## src/rtl/stopwatch_timebase_regfile.sv

```systemverilog
// Stopwatch time base: a synchronous BCD mm:ss.cc counter with registered carries,
// plus a lap-record register file that stores snapshots of the live time value.
module stopwatch_timebase_regfile #(
   parameter int ADDR_W  = 4,
   parameter int MIN_MAX = 59
) (
   input  logic              clk,
   input  logic              reset,
   input  logic              clear,
   input  logic              count_en,
   input  logic              rec_we,
   input  logic [ADDR_W-1:0] rec_addr,
   input  logic [ADDR_W-1:0] rd_addr,
   output logic [23:0]       time_bcd,
   output logic [23:0]       rd_data,
   output logic              sec_carry,
   output logic              min_carry,
   output logic              wrap
);

   localparam int DEPTH = 2**ADDR_W;
   localparam logic [3:0] MIN_T = 4'(MIN_MAX / 10);
   localparam logic [3:0] MIN_U = 4'(MIN_MAX % 10);

   logic [3:0] cc_u, cc_t, s_u, s_t, m_u, m_t;
   logic       cc_wrap, s_wrap, m_wrap;
   logic [23:0] rec_mem [DEPTH];

   // All wrap conditions are decoded from the pre-edge value so every stage moves on the same edge.
   assign cc_wrap = count_en && (cc_u == 4'd9) && (cc_t == 4'd9);
   assign s_wrap  = cc_wrap && (s_u == 4'd9) && (s_t == 4'd5);
   assign m_wrap  = s_wrap && (m_u == MIN_U) && (m_t == MIN_T);

   assign time_bcd = {m_t, m_u, s_t, s_u, cc_t, cc_u};

   always_ff @(posedge clk) begin
      if (reset || clear) begin
         cc_u      <= 4'd0;
         cc_t      <= 4'd0;
         s_u       <= 4'd0;
         s_t       <= 4'd0;
         m_u       <= 4'd0;
         m_t       <= 4'd0;
         sec_carry <= 1'b0;
         min_carry <= 1'b0;
         wrap      <= 1'b0;
      end else begin
         sec_carry <= cc_wrap;
         min_carry <= s_wrap;
         wrap      <= m_wrap;
         if (count_en) begin
            if (cc_u >= 4'd9) begin
               cc_u <= 4'd0;
               cc_t <= (cc_t >= 4'd9) ? 4'd0 : cc_t + 4'd1;
            end else begin
               cc_u <= cc_u + 4'd1;
            end
         end
         if (cc_wrap) begin
            if (s_u >= 4'd9) begin
               s_u <= 4'd0;
               s_t <= (s_t >= 4'd5) ? 4'd0 : s_t + 4'd1;
            end else begin
               s_u <= s_u + 4'd1;
            end
         end
         if (s_wrap) begin
            if (m_wrap) begin
               m_u <= 4'd0;
               m_t <= 4'd0;
            end else if (m_u >= 4'd9) begin
               m_u <= 4'd0;
               m_t <= m_t + 4'd1;
            end else begin
               m_u <= m_u + 4'd1;
            end
         end
      end
   end

   // Read samples the array before this edge's write lands, giving read-before-write.
   always_ff @(posedge clk) begin
      if (reset) begin
         rd_data <= 24'd0;
         for (int i = 0; i < DEPTH; i++) begin
            rec_mem[i] <= 24'd0;
         end
      end else begin
         rd_data <= rec_mem[rd_addr];
         if (rec_we) begin
            rec_mem[rec_addr] <= time_bcd;
         end
      end
   end

endmodule

```

## config.mk

```make
export PLATFORM = sky130hd
export DESIGN_NAME = stopwatch_timebase_regfile
export DESIGN_NICKNAME = d
export VERILOG_FILES = /design/src/rtl/stopwatch_timebase_regfile.sv
export SDC_FILE = /design/constraint.sdc
export NUM_CORES = 1
export LEC_CHECK = 0
export ABC_AREA = 1
export CORE_AREA = 2 2 244 246
export CTS_CLUSTER_DIAMETER = 40
export CTS_CLUSTER_SIZE = 24
export DETAILED_ROUTE_END_ITERATION = 10
export DIE_AREA = 0 0 246 248
export HOLD_SLACK_MARGIN = 0.1
export SYNTH_ARGS = -nofsm -noshare
export SYNTH_HDL_FRONTEND = slang
export SYNTH_SLANG_ARGS = --single-unit
```

## constraint.sdc

```tcl
create_clock -name clk -period 2.5 [get_ports clk]
set_input_delay 0.5 -clock clk [delete_from_list [all_inputs] [get_ports clk]]
set_output_delay 0.5 -clock clk [all_outputs]
set_load 0.01 [all_outputs]
```

==> impl_metrics.toml <==
[cells_and_area]
num_antenna_cells = 0
drive_above_1_share_pct = 10.95
areaGrowthSynthToFinish_pct = 22.05
stdcell_count = 3165
nets = 2360

[critical_path]
critPathBufInv = 1
max_stage_delay_ns = 0.61
crit_end = "time_bcd[14]"
path_depth = 1
r2r-start = "s_u[1]"
crit_fanout = 7
crit_type = "register to output port"
reg2reg_to = "s_t[3]"
crit_required_ns = 2.00
cp_cell_sequence = "clkdlybuf4s50_1"
reg2reg_slack_ns = 0.70
critPathTopFamily = "buffers and inverters"
reg2reg_depth = 11
worstSetupStartpoint = "s_t[2]"
start_kind = "register"
end_kind = "output port"
slowest_stage = "clkdlybuf4s50_1"
arrival_ns = 1.71

[place]
dp_hpwl_um = 35040
place_inst = 3025
io_buffers = 63
gp_congestion = 0.8526

[drt]
dr_wl_met2_um = 24440
dr_total_vias = 15160
firstDrtPassIters = 5
final_antenna_net_count = 0
drt_iter0_drc = 1312
totalWireLength_um = 53410
wl_met3_um = 4322
drc = 0
met1Wirelength_um = 23390
avgViaCountPerCell = 4.791
top_layer = "met4"
avgRoutedWirePerCell_um = 16.87

[power]
powerDensity_mw_per_mm2 = 800.7
p_leak_uw = 0.009931
irDropWorstVdd_mv = 0.5174

[logic_synthesis]
yosysSeqAreaShare_pct = 62.09
syn_inst = 2230
synth_seq_cells = 435
yosys.cell_types.count = 27
synth.avg_cell_area_um2 = 9.065
ys_warn_count = 0
synth.net_count = 2260
synth_area_mm2 = 0.02021

[floorplanning]
die-area_mm2 = 0.06101
die_w_um = 246
start_util_pct = 34.58
die_h_um = 248
io_pins = 64
rows = 89
core_mm2 = 0.05846

[grt]
antenna_found_initial = 0
track_usage_pct = 17.95
overflow = 0
grt_first_pass_wirelength_um = 84390
grt_max_degree = 97
grt_pass1_vias = 14950

[clocking]
ctsHoldBuffers = 0
clk_pin_slew_worst_paths_ns = 0.05
cts_setup_buffers = 0
cts_tree = "done"
worstSkewPairLatency_ns = 0.61
ctsResizeCount = 0
h-tree-depth = 3
root_buffer = "clkbuf_16"
clock-sinks = 435
cts_made_buffers = 76
clk_path_buf_depth = 3

[sta]
hold_slack_ns = 0.5065
hold_viol = 0
worst_pin_slew_ns = 0.7141
tns_ns = 0
worst_slew_margin_rel_pct = 52.34
fin_crit_ns = 2.207
report.final.slew_viol_count = 0
finalSetupViolations = 0
fin_worst_skew_ns = 0.01697
rsz0062_at_grt = "false"
fmax_mhz = 453.0
fin_crit_sh_pct = 88.30

[status]
outcome = "complete, no violations"

[hold_path]
worstHoldStart = "cc_u[1]"
holdPathStages = 2
hp-class = "register to register"

[job]
maxCapViolCount = 0
[through the flow]
step / setup slack, ns / area (um2) / util (%) / total power (uW)
2_1_floorplan: 0.1963 / 20210 / - / 9008
3_3_place_gp: 0.08621 / 22070 / 37.75 / 9489
3_5_place_dp: 0.07676 / 22070 / 37.75 / 9506
4_1_cts: 0.2472 / 24670 / 42.20 / 19920
5_1_grt: 0.2043 / 24670 / 42.20 / 20420
6_report: 0.2926 / 24670 / 42.20 / 19760
[worst register-to-register path: stages (launching register included)]
cell and delay (ns):
dfxtp_1 0.41, clkinv_1 0.14, buf_4 0.25, ha_1 0.22
nand3_1 0.07, nand2_1 0.05, inv_1 0.05, nand2_1 0.13
nand2_2 0.18, o21ai_0 0.11, nand2_1 0.07, inv_1 0.04
[state kept, by name, indices dropped and copies added (netlist names)]
name / flops
s_u: 4
m_u: 4
cc_u: 4
rd_data: 24
wrap: 1
cc_t: 4
sec_carry: 1
min_carry: 1
rec_mem: 384
m_t: 4
s_t: 4
[report_power, final]
part           leakage, uW  internal [uW]  switching [uW]  total (uW)
registers          0.00443           8140            69.1        8210
logic              0.00423            382             775        1160
clock network      0.00127           6490            3900       10400
total              0.00993          15000            4750       19800
[cell type report]
type,instances,area [um2]
Sequential cell,435,12550
Clock inverter,57,629.4
Tap cell,773,967.2
Inverter,243,918.4
Fill cell,5707,33790
Multi-Input combinational cell,1411,5997
Timing Repair Buffer,163,1638
Clock buffer,83,1971
[worst min path at each step]
stage	end	slack, ns
2_1_floorplan	cc_u[1]	0.52
3_3_place_gp	cc_u[1]	0.49
3_5_place_dp	cc_u[1]	0.50
4_1_cts	cc_u[1]	0.51
5_1_grt	cc_u[1]	0.54
6_report	cc_u[1]	0.51
[cell usage after synthesis (all sizes together)]
cell      n  area share (%)
dfxtp    51             5.1
nand2   662              13
ha       17             1.1
clkinv   21            0.39
clkbuf   51            0.95
nand3   258             6.4
o21bai    1           0.037
nor2    410             7.7
edfxtp  384              57
o21ai     5            0.12
xnor2     2           0.087
a22oi     2           0.074
inv     222             4.1
nand4     4            0.12
buf      90             2.8
nand3b    1           0.037
a21oi    37            0.92
xor2      5            0.22
nor3      7            0.40
[layout by cell type (no fill, tap or decap), drive strengths merged]
cell type      synthesis  final
a21oi                 37     37
a22oi                  2      2
buf                   90    103
bufinv                 0      6
clkbuf                51     83
clkdlybuf4s50          0     60
clkinv                21     51
clkinvlp               0      4
dfxtp                 51     51
edfxtp               384    384
ha                    17     17
inv                  222    239
nand2                662    662
nand3                258    258
nand3b                 1      1
nand4                  4      4
nor2                 410    410
nor3                   7      7
o21ai                  5      5
o21bai                 1      1
xnor2                  2      2
xor2                   5      5
[logic make-up after synthesis]
group	Yosys count	synth area share, %
XOR/XNOR	7	0.3033
buffers and inverters	384	8.238
adder cells (fa/ha/maj)	17	1.052
AO/OA/AOI/OAI	45	1.151
AND/OR/NAND/NOR	1342	27.16
flip-flops	435	62.09
[per-layer routing]
metal / track usage (%) / vias up
li1: - / 7328
met1: 24.63 / 7182
met2: 28.08 / 566
met3: 4.066 / 86
met4: 5.936 / 0
met5: 0 / -
Note: power is estimated with default switching activity, not from simulation.
